`config.mk`:
```
export PLATFORM = sky130hd
export DESIGN_NAME = seg7_scan_reader
export DESIGN_NICKNAME = d
export VERILOG_FILES = /design/src/rtl/seg7_pkg.sv /design/src/rtl/seg7_pattern_encoder.sv /design/src/rtl/seg7_scan_reader.sv
export SDC_FILE = /design/constraint.sdc
export NUM_CORES = 1
export LEC_CHECK = 0
export ABC_AREA = 1
export ABC_CLOCK_PERIOD_IN_PS = 5700
export CAP_MARGIN = 20
export CORE_ASPECT_RATIO = 0.5
export CORE_UTILIZATION = 57
export CTS_CLUSTER_SIZE = 40
export DETAILED_ROUTE_END_ITERATION = 8
export GPL_TIMING_DRIVEN = 0
export PLACE_DENSITY = 0.94
export REMOVE_ABC_BUFFERS = 1
export SYNTH_ARGS = -nofsm -noshare
export SYNTH_HDL_FRONTEND = slang
export SYNTH_SLANG_ARGS = --single-unit
```
`constraint.sdc`:
```
create_clock -name clk -period 5.7 [get_ports clk]
set_clock_uncertainty 0.1 [all_clocks]
set_input_delay 1.14 -clock clk [delete_from_list [all_inputs] [get_ports clk]]
set_output_delay 1.14 -clock clk [all_outputs]
set_load 0.05 [all_outputs]
```
`src/rtl/seg7_pkg.sv`:
```
// Shared types and pattern table for the 7-segment readers/decoders (abcdefg, a = bit 6).
package seg7_pkg;

  typedef logic [6:0] seg_t;

  localparam seg_t Seg0     = 7'b1111110;
  localparam seg_t Seg1     = 7'b0110000;
  localparam seg_t Seg2     = 7'b1101101;
  localparam seg_t Seg3     = 7'b1111001;
  localparam seg_t Seg4     = 7'b0110011;
  localparam seg_t Seg5     = 7'b1011011;
  localparam seg_t Seg6     = 7'b1011111;
  localparam seg_t Seg7     = 7'b1110000;
  localparam seg_t Seg8     = 7'b1111111;
  localparam seg_t Seg9     = 7'b1111011;
  localparam seg_t SegA     = 7'b1110111;
  localparam seg_t SegB     = 7'b0011111;
  localparam seg_t SegC     = 7'b1001110;
  localparam seg_t SegD     = 7'b0111101;
  localparam seg_t SegE     = 7'b1001111;
  localparam seg_t SegF     = 7'b1000111;
  localparam seg_t SegBlank = 7'b0000000;

  typedef enum logic [1:0] {
    StTrack,
    StCommit,
    StHold
  } state_e;

  // Returns {hit, nibble}; nibble is 0 when the pattern is not a hex glyph.
  function automatic logic [4:0] seg_to_nibble(seg_t seg);
    logic [4:0] res;
    case (seg)
      Seg0:    res = {1'b1, 4'h0};
      Seg1:    res = {1'b1, 4'h1};
      Seg2:    res = {1'b1, 4'h2};
      Seg3:    res = {1'b1, 4'h3};
      Seg4:    res = {1'b1, 4'h4};
      Seg5:    res = {1'b1, 4'h5};
      Seg6:    res = {1'b1, 4'h6};
      Seg7:    res = {1'b1, 4'h7};
      Seg8:    res = {1'b1, 4'h8};
      Seg9:    res = {1'b1, 4'h9};
      SegA:    res = {1'b1, 4'hA};
      SegB:    res = {1'b1, 4'hB};
      SegC:    res = {1'b1, 4'hC};
      SegD:    res = {1'b1, 4'hD};
      SegE:    res = {1'b1, 4'hE};
      SegF:    res = {1'b1, 4'hF};
      default: res = 5'b0_0000;
    endcase
    return res;
  endfunction

endpackage

```
`src/rtl/seg7_pattern_encoder.sv`:
```
// Combinational classifier: active-high segment pattern to {hit, blank, nibble}.
module seg7_pattern_encoder
  import seg7_pkg::*;
(
  input  logic [6:0] seg_i,
  output logic       hit_o,
  output logic       blank_o,
  output logic [3:0] nibble_o
);

  always_comb begin
    {hit_o, nibble_o} = seg_to_nibble(seg_i);
    blank_o           = (seg_i == SegBlank);
  end

endmodule

```
`src/rtl/seg7_scan_reader.sv`:
```
// Reads back a multiplexed 7-segment bus into per-digit hex nibbles with glitch filtering.
// Optional decimal-point capture when SEG7_SCAN_READER_DP_EN is defined.
module seg7_scan_reader
  import seg7_pkg::*;
#(
  parameter int unsigned NUM_DIGITS     = 4,
  parameter int unsigned STABLE_CYCLES  = 4,
  parameter bit          SEG_ACTIVE_LOW = 1'b0
) (
  input  logic                    clk,
  input  logic                    rst,
  input  logic [6:0]              seg_in,
  input  logic [NUM_DIGITS-1:0]   dig_sel,
`ifdef SEG7_SCAN_READER_DP_EN
  input  logic                    dp_in,
  output logic [NUM_DIGITS-1:0]   dp_out,
`endif
  output logic [4*NUM_DIGITS-1:0] value_out,
  output logic [NUM_DIGITS-1:0]   digit_valid,
  output logic                    err_pat,
  output logic                    frame_done
);

  localparam int unsigned     CntW   = $clog2(STABLE_CYCLES);
  localparam logic [CntW-1:0] CntMax = CntW'(STABLE_CYCLES - 1);

  seg_t                  seg_s1_q, seg_s2_q;
  logic [NUM_DIGITS-1:0] dig_s1_q, dig_s2_q;
  logic [NUM_DIGITS-1:0] seen_q;
  logic [CntW-1:0]       cnt_q;
  state_e                state_q;
`ifdef SEG7_SCAN_READER_DP_EN
  logic                  dp_s1_q, dp_s2_q;
`endif

  logic                  same;
  logic                  commit;
  logic [NUM_DIGITS-1:0] seen_set;
  logic                  enc_hit;
  logic                  enc_blank;
  logic [3:0]            enc_nibble;

  seg7_pattern_encoder u_encoder (
    .seg_i    (seg_s2_q),
    .hit_o    (enc_hit),
    .blank_o  (enc_blank),
    .nibble_o (enc_nibble)
  );

  always_comb begin
    same = (seg_s1_q == seg_s2_q) && (dig_s1_q == dig_s2_q);
`ifdef SEG7_SCAN_READER_DP_EN
    same = same && (dp_s1_q == dp_s2_q);
`endif
    // s2 holds the sample that the saturated counter has vouched for.
    commit   = (state_q == StTrack) && (cnt_q == CntMax) && $onehot(dig_s2_q);
    seen_set = seen_q | dig_s2_q;
  end

  always_ff @(posedge clk) begin
    if (rst) begin
      seg_s1_q    <= '0;
      seg_s2_q    <= '0;
      dig_s1_q    <= '0;
      dig_s2_q    <= '0;
      seen_q      <= '0;
      cnt_q       <= '0;
      state_q     <= StTrack;
      value_out   <= '0;
      digit_valid <= '0;
      err_pat     <= 1'b0;
      frame_done  <= 1'b0;
`ifdef SEG7_SCAN_READER_DP_EN
      dp_s1_q     <= 1'b0;
      dp_s2_q     <= 1'b0;
      dp_out      <= '0;
`endif
    end else begin
      seg_s1_q   <= SEG_ACTIVE_LOW ? ~seg_in : seg_in;
      seg_s2_q   <= seg_s1_q;
      dig_s1_q   <= dig_sel;
      dig_s2_q   <= dig_s1_q;
`ifdef SEG7_SCAN_READER_DP_EN
      dp_s1_q    <= dp_in;
      dp_s2_q    <= dp_s1_q;
`endif
      err_pat    <= 1'b0;
      frame_done <= 1'b0;

      if (!same) begin
        cnt_q <= '0;
      end else if (cnt_q != CntMax) begin
        cnt_q <= cnt_q + CntW'(1);
      end

      unique case (state_q)
        StTrack:  if (commit) state_q <= StCommit;
        StCommit: state_q <= StHold;
        // An unsaturated counter means the sample moved during COMMIT.
        StHold:   if (!same || cnt_q != CntMax) state_q <= StTrack;
        default:  state_q <= StTrack;
      endcase

      if (commit) begin
        for (int i = 0; i < NUM_DIGITS; i++) begin
          if (dig_s2_q[i]) begin
            if (enc_hit) value_out[4*i +: 4] <= enc_nibble;
            digit_valid[i] <= enc_hit;
`ifdef SEG7_SCAN_READER_DP_EN
            dp_out[i]      <= dp_s2_q;
`endif
          end
        end
        err_pat <= !enc_hit && !enc_blank;
        if (&seen_set) begin
          frame_done <= 1'b1;
          seen_q     <= '0;
        end else begin
          seen_q     <= seen_set;
        end
      end
    end
  end

endmodule

```
After elaboration in Yosys (flattened, before gate mapping)
Index checks and enable logic that the tools add are counted.
Operators by class
  muxes and demuxes: 6
  $add $sub $neg: 4
  eq/ne operators: 25
  reduce and logical (&&, ||, !) cells: 22
  bitwise gates (word level): 3
Operators with widths (count)
  $eq A7 B7 Y1 const B: 12
  $pmux W5 S16: 1
  $eq A7 B6 Y1 const B: 3
  $reduce_and A3 Y1: 4
  $reduce_and A2 Y1: 5
  $eq A7 B5 Y1 const B: 1
  $eq A7 B7 Y1: 1
  $logic_not A7 Y1: 1
  $ne A2 B2 Y1 const B: 3
  $pmux W2 S3: 1
  $add A1 B1 Y2: 2
  $eq A2 B2 Y1 const B: 2
  $eq A4 B4 Y1: 1
  $logic_and A1 B1 Y1: 4
  $mux W2: 2
  $mux W4: 1
  $or A4 B4 Y4: 1
  $reduce_and A4 Y1: 1
  $reduce_or A2 Y1: 2
  $add A2 B2 Y3: 1
  $eq A3 B1 Y1 const B: 1
  $logic_not A1 Y1: 3
  $add A2 B1 Y2 const B: 1
  $eq A2 B1 Y1 const B: 1
  4 further kinds: 5
Word-level totals
  register bits after elaboration: 52
  input port bits: 13
  word-level logic and storage cells: 77

Longest topological paths before layout
Gate-level depths: netlist of the first run.
  word-level depth: 6
  depth in mapped cells: 12
  gate-level depth less buffers: 12

Cells and area by module
From an unflattened synthesis of the first run, not the netlist that was laid out.
Second synthesis, totals
  cells, all modules: 328
  area total of the unflattened synthesis: 2306.0 um^2
By module, submodules not included
  seg7_scan_reader: sequential area each 1041.0 um^2, area an instance 1965.6 um^2, times used 1, cells an instance 249
  seg7_pattern_encoder: sequential area each 0.0 um^2, area an instance 340.3 um^2, times used 1, cells an instance 79

Worst setup path before layout of the first run
No wires, ideal clock.
  path type: reg-to-reg
  start: register dig_s2_q[1]
  end: register value_out[0]
  path slack: 3.327 ns
  data required time: 5.468 ns
  period minus slack after synthesis: 2.373 ns
  arrival: 2.141 ns
  library setup time: 0.132 ns
  stages on the path, launching flop included: 12
  path through: dfxtp_1 > inv_1 > fa_1 > inv_1 > ha_1 > ha_1 > and3b_2 > nand3_4 > nor2_4 > nand2_1 > nand2_1 > a21oi_1
On the way
  word-level cells in the longest chain between the ends: 5
RTL lines
  from (decl): line seg7_scan_reader.sv:28  | logic [NUM_DIGITS-1:0] dig_s1_q, dig_s2_q;
  from (signal assigned): line seg7_scan_reader.sv:82  | dig_s2_q <= dig_s1_q;
  $add A1 B1 Y2 (not written as such): line seg7_scan_reader.sv:56  | commit = (state_q == StTrack) && (cnt_q == CntMax) && $onehot(dig_s2_q);
  $add A2 B2 Y3 (not written as such): line seg7_scan_reader.sv:56
  $eq A3 B1 Y1: line seg7_scan_reader.sv:56
  $logic_and A1 B1 Y1: line seg7_scan_reader.sv:56
  $reduce_and A3 Y1 (no source line)
  to (signal, indexed assignment): line seg7_scan_reader.sv:107  | if (enc_hit) value_out[4*i +: 4] <= enc_nibble;
  to (decl): line seg7_scan_reader.sv:18  | output logic [4*NUM_DIGITS-1:0] value_out,
No other way between the ends.
A chain may end at the register's enable or synchronous reset.

==> results.toml, run 1 <==
[hold_path]
worst_hold_path_type = "reg2reg"

[worst_setup_path]
worstPathArrival_ns = 3.35
start_kind = "primary input"
crit_fanout = 19
endpoint_kind = "flop"
cpPeakStageDelay_ns = 0.74
crit_type = "in2reg"
critPathMostFrequentCell = "o21ai_0"
cp_slowest_cell = "clkdlybuf4s50_1"
path_cells = "clkdlybuf4s50_1 -> buf_8 -> inv_1 -> o21ai_0 -> nor4_1 -> nand3_1 -> o21ai_0"
worstPathBufferInverterCount = 3
cp_top_family = "buffers and inverters"
crit_required_ns = 5.84

[finish]
fillers = 265
fin_area_um2 = 2780
nets = 361
insertedDiodeCount = 0
seq_area_um2 = 1040
multi_input_area_um2 = 1060
area_delta_synth_final_pct = 20.1
drive_above_1_share_pct = 8.70

[clock_network]
post_cts_buffers = 0
ctsHoldBuffers = 0
h-tree-depth = 2
cts_buffers = 5
clk_latency_ns = 0.31
cts.path.max_buffers = 2
cts_sinks = 52
clk_pin_slew_worst_paths_ns = 0.09
post_cts_resize_count = 0
cts-root-buf = "clkbuf_8"
cts_tree = "yes"

[synth]
synth_area_per_cell_um2 = 7.46
ys_warn_count = 0
ys_seq_elements = 52
async_flop_share_pct = 0
netlist_area_um2 = 2310
synth-edff-count = 0
seq_area_frac_synth_pct = 45.0
synthFlopType = "dfxtp_1"
synth_cells = 310
yosysUniqueCellTypes = 29

[power_and_ir_drop]
power_density_nw_per_um2 = 229
irDropWorstVdd_mv = 0.107
leakagePower_uw = 0.00121

[timing]
post-route-period-util_pct = 56.3
setup_viol = 0
fin_crit_ns = 3.21
rsz0062_at_grt = "false"
drv_slew = 0
max_freq_mhz = 312
relSlewSlack_pct = 56.7
final-hold-violation-count = 0
worst_slew_pin_slew_ns = 0.647
final.setup.tns_ns = 0

[die]
die_area_um2 = 4330
rows = 15
io_pins = 35
die-width_um = 92.1
dieHeight_um = 47.0
start_util_pct = 63.5
coreArea_um2 = 3640

[placed_design]
hpwl_mm = 3.41
io_buffers = 34
place_area_um2 = 2670
gp_congestion = 0.882

[global_route]
grt_overflow = 0
grt_max_degree = 35
first_global_vias = 1834
grt_util_all_layers_pct = 23.9
antenna_found_initial = 0
grt_pass1_wl_mm = 7.86

[drt]
wirelength_mm = 4.64
vias = 2048
drt_iter0_markers = 91
ant_nets = 0
drc = 0
drtPass1Iterations = 4
wl_per_cell_um = 11.7
via_per_inst = 5.17

[outcome]
status = "finished clean"

[run]
maxCapViolations = 0
==> sequential cells by signal (all words and copies together) (netlist names) <==
register / flops
seg_s1_q: 7
value_out: 16
err_pat: 1
cnt_q: 2
dig_s2_q: 4
dig_s1_q: 4
frame_done: 1
digit_valid: 4
state_q: 2
seg_s2_q: 7
seen_q: 4
==> cell usage in the layout (no fill, tap or decap), types with 6 or more instances in the layout <==
cell / n
inv_1: 37
xor2_1: 7
a21oi_1: 20
nand3_1: 19
clkbuf_8: 6
nor2_1: 65
o21ai_0: 9
nand2_1: 55
dfxtp_1: 52
clkdlybuf4s50_1: 34
==> report_power, final <==
part           switching (µW)  total (µW)  internal [µW]
Combinational            22.8        40.9           18.2
Clock                     117         216           98.8
Sequential               7.28         378            370
==> cells by family (layout without fill, tap and decap cells) <==
kind of cell    count (synthesis)  after routing  share of synthesized area [%]
simple gates                  165            165                           33.8
fa+ha+maj                       4              4                           2.49
buf+inv                        50             85                           8.93
compound gates                 32             32                           7.09
flops                          52             52                           45.0
xor+xnor                        7              7                           2.65
==> cells in the mapped netlist, drive strengths merged, types with 2 or more instances <==
master,count,area share (%)
a21oi,20,4.3
buf,4,1.5
clkbuf,4,0.65
dfxtp,52,45
ha,3,1.6
inv,42,6.8
nand2,56,9.2
nand3,23,6.5
nand4,2,0.54
nor2,75,15
nor4,4,1.1
o21ai,9,1.9
o22ai,3,0.81
xor2,7,2.7
==> final timing paths <==
check                         start  depth (start not counted)  slack (ns)                        end
max                             rst                          7        2.49    state_q[1]$_SDFFE_PP0P_
min          dig_s1_q[0]$_SDFF_PP0_                          2        0.34     dig_s2_q[0]$_SDFF_PP0_
min reg2reg  dig_s1_q[0]$_SDFF_PP0_                          2        0.34     dig_s2_q[0]$_SDFF_PP0_
max reg2reg  dig_s2_q[1]$_SDFF_PP0_                         12        3.01  value_out[2]$_SDFFE_PP0P_
==> through the flow <==
step / hold slack [ns] / instances / power (µW) / setup slack, ns / util (%)
after floorplan: 0.313 / 302 / 407 / 3.33 / -
after global placement: 0.319 / 387 / 423 / 1.91 / 73.3
after detailed placement: 0.326 / 387 / 425 / 1.87 / 73.3
after CTS: 0.337 / 395 / 636 / 2.18 / 75.8
after global routing: 0.353 / 396 / 658 / 2.27 / 76.3
final: 0.335 / 396 / 634 / 2.49 / 76.3
==> final cells by class <==
| class | instances | area share (%) |
|---|---|---|
| Clock buffer | 7 | 3.11 |
| Timing Repair Buffer | 35 | 12.8 |
| Inverter | 42 | 5.68 |
| Sequential cell | 52 | 37.5 |
| Tap cell | 51 | 2.30 |
| Multi-Input combinational cell | 208 | 38.4 |
| Clock inverter | 1 | 0.270 |
==> worst min-delay path, cell delays in order, from the launching register on <==
cell and delay, ns:
dfxtp_1 0.32, inv_1 0.05, nor2_1 0.04
==> layer usage <==
metal  wire length, µm  share of wire (%)  GRT usage (%)
met3               279                6.0           5.83
met4               114                2.5           11.6
met2              2190                 47           44.0
met1              2060                 44           27.8
met5                 0                  0              0
(Power assumes the default switching activity.)
==> run 2, diff against run 1 <==
--- a/config.mk
+++ b/config.mk
@@ -6,14 +6,14 @@
 export NUM_CORES = 1
 export LEC_CHECK = 0
 export ABC_AREA = 1
-export ABC_CLOCK_PERIOD_IN_PS = 5700
+export ABC_CLOCK_PERIOD_IN_PS = 2870
 export CAP_MARGIN = 20
 export CORE_ASPECT_RATIO = 0.5
-export CORE_UTILIZATION = 57
+export CORE_UTILIZATION = 48
 export CTS_CLUSTER_SIZE = 40
 export DETAILED_ROUTE_END_ITERATION = 8
 export GPL_TIMING_DRIVEN = 0
-export PLACE_DENSITY = 0.94
+export PLACE_DENSITY = 0.85
 export REMOVE_ABC_BUFFERS = 1
 export SYNTH_ARGS = -nofsm -noshare
 export SYNTH_HDL_FRONTEND = slang
==> constraint.sdc (replaced) <==
create_clock -name clk -period 2.87 [get_ports clk]
set_clock_uncertainty 0.1 [all_clocks]
set_input_delay 0.574 -clock clk [delete_from_list [all_inputs] [get_ports clk]]
set_output_delay 0.574 -clock clk [all_outputs]
set_load 0.05 [all_outputs]
==> run 2 against run 1 <==
Register-to-register slack worse by 2.8 ns. Clock-buffer cell count unchanged. Via count down 1.8%. Sequential cell count is the same. Sequential power increased by 98%. Critical path type is now reg2reg. Largest power group unchanged. First-iteration DRC count is 7.7% lower. Non-clock buffer count increased by 3.
==> results.toml, run 2 (synthesis results as in run 1) <==
[drt]
wirelength_met1_mm = 2.14
via_per_inst = 4.86
drc = 0
highest_layer = "met4"
drtPass1Iterations = 4
wirelength_mm = 4.70
ant_nets = 0
vias = 2011
drt_iter0_markers = 84
wl_per_cell_um = 11.4
routed-wl-met2_mm = 2.18
wl_met3_um = 275

[power_and_ir_drop]
irDropWorstVdd_mv = 0.211
intPower_uw = 1080
leakagePower_uw = 0.00124
clkPwrFrac_pct = 39.4
power_density_nw_per_um2 = 482
p_sw_share_pct = 21.4
pwr-share-seq_pct = 54.6
power_switching_uw = 294
combPwrFrac_pct = 5.9

[finish]
fillers = 390
insertedDiodeCount = 0
nets = 364
top_regs = "value_out: 16 flops, seg_s1_q: 7 flops, seg_s2_q: 7 flops"
largest_register_ffs = 16
top_register = "value_out"
area_delta_synth_final_pct = 23.2
final_util_pct = 63.2
final_common_cell = "nor2_1"
drive_above_1_share_pct = 9.77
most-common-layout-cells = "nor2_1, nand2_1, dfxtp_1"
fin_area_um2 = 2850

[clock_network]
cts_tree = "yes"
cts-root-buf = "clkbuf_8"
h-tree-depth = 2
clk_latency_ns = 0.31
cts_buffers = 5
clk_pin_slew_worst_paths_ns = 0.09
cts.path.max_buffers = 2
cts_sinks = 52

[die]
die_area_um2 = 5120
rows = 17
io_pins = 35
die-width_um = 100
start_util_pct = 51.3
dieHeight_um = 51.1
coreArea_um2 = 4510

[run]
maxCapViolations = 0

[worst_setup_path]
r2r-start = "dig_s2_q[1]$_SDFF_PP0_"
r2r-end = "value_out[7]$_SDFFE_PP0P_"
worstPathArrival_ns = 2.75
rrSetupSlack_ns = 0.23
crit_required_ns = 2.97
start_kind = "flop"
rr_worst_depth = 12
cp_slowest_cell = "fa_1"
crit_fanout = 9
crit_type = "reg2reg"
endpoint_kind = "flop"
path_cells = "inv_1 -> fa_1 -> inv_1 -> ha_1 -> ha_1 -> and3b_2 -> nand3_4 -> buf_4 -> nor2_8 -> nand2_1 -> nand2_1 -> a21oi_1"
cpPeakStageDelay_ns = 0.54

[global_route]
first_global_vias = 1876
grt_util_all_layers_pct = 20.6
grt_pass1_wl_mm = 8.14
grt_max_degree = 35
antenna_found_initial = 0
grt_overflow = 0

[hold_path]
whs_endpoint = "dig_s2_q[1]$_SDFF_PP0_"
worst_hold_path_type = "reg2reg"
min_from = "dig_s1_q[1]$_SDFF_PP0_"
hold_path_depth = 2

[timing]
post-route-period-util_pct = 92.1
worst_slew_pin_slew_ns = 0.645
fin_crit_ns = 2.64
setup_viol = 0
rsz0062_at_grt = "false"
final-hold-violation-count = 0
hold_slack_ns = 0.335
max_freq_mhz = 378
relSlewSlack_pct = 57.0
drv_slew = 0

[outcome]
status = "finished clean"

[placed_design]
place_area_um2 = 2690
gp_congestion = 0.964
io_buffers = 34
hpwl_mm = 3.44
-- run 2: cell type report --
cell class	count	area [µm²]	area share, %
Multi-Input combinational cell	208	1060	37.4
Inverter	42	158	5.53
Clock buffer	7	96.3	3.38
Timing Repair Buffer	38	377	13.2
Sequential cell	52	1040	36.5
Clock inverter	1	30.0	1.05
Tap cell	66	82.6	2.90
-- run 2: per-layer routing --
metal | track usage [%] | vias up
met5 | 0 | -
met4 | 9.18 | 0
met3 | 5.20 | 13
met2 | 35.2 | 69
met1 | 25.0 | 886
li1 | - | 1043
-- run 2: worst max-delay path by stage --
stage | startpoint | cells past startpoint | endpoint | slack (ns)
2_1_floorplan | dig_s2_q[1]$_SDFF_PP0_ | 12 | value_out[2]$_SDFFE_PP0P_ | 0.50
3_3_place_gp | rst | 6 | state_q[1]$_SDFFE_PP0P_ | -0.40
4_1_cts | dig_s2_q[1]$_SDFF_PP0_ | 11 | value_out[3]$_SDFFE_PP0P_ | 0.14
5_1_grt | dig_s2_q[1]$_SDFF_PP0_ | 12 | value_out[2]$_SDFFE_PP0P_ | 0.04
6_report | dig_s2_q[1]$_SDFF_PP0_ | 12 | value_out[7]$_SDFFE_PP0P_ | 0.23
3_5_place_dp | rst | 6 | state_q[1]$_SDFFE_PP0P_ | -0.44
-- run 2: worst max-delay path: cells and delay by family, from the launching register on --
| family | cells | cell delay, ns |
|---|---|---|
| flops | 1 | 0.39 |
| buf+inv | 3 | 0.41 |
| compound gates | 1 | 0.05 |
| fa+ha+maj | 3 | 0.88 |
| simple gates | 5 | 0.70 |
-- run 2: timing repair --
| action | in CTS | in global routing |
|---|---|---|
| gates resized for setup | 1 | 0 |
| hold buffers | 0 | 0 |
| pin swaps | 0 | 1 |
| setup endpoints to repair | 3 | 1 |
| buffers inserted | 0 | 3 |
-- run 2: per-stage QoR --
step	power, µW	setup WS (ns)	cells	setup TNS, ns
2_1_floorplan	809	0.501	302	0
3_3_place_gp	841	-0.396	402	-1.10
3_5_place_dp	845	-0.436	402	-1.25
4_1_cts	1380	0.144	410	0
5_1_grt	1430	0.0370	414	0
6_report	1370	0.227	414	0
-- run 2: power groups by stage --
stage	combinational [µW]	clock, µW	sequential (µW)
after floorplan	45.6	0	763
after global placement	75.3	0	766
after detailed placement	78.5	0	767
after CTS	78.9	552	750
after global routing	92.1	588	753
final	81.3	541	750
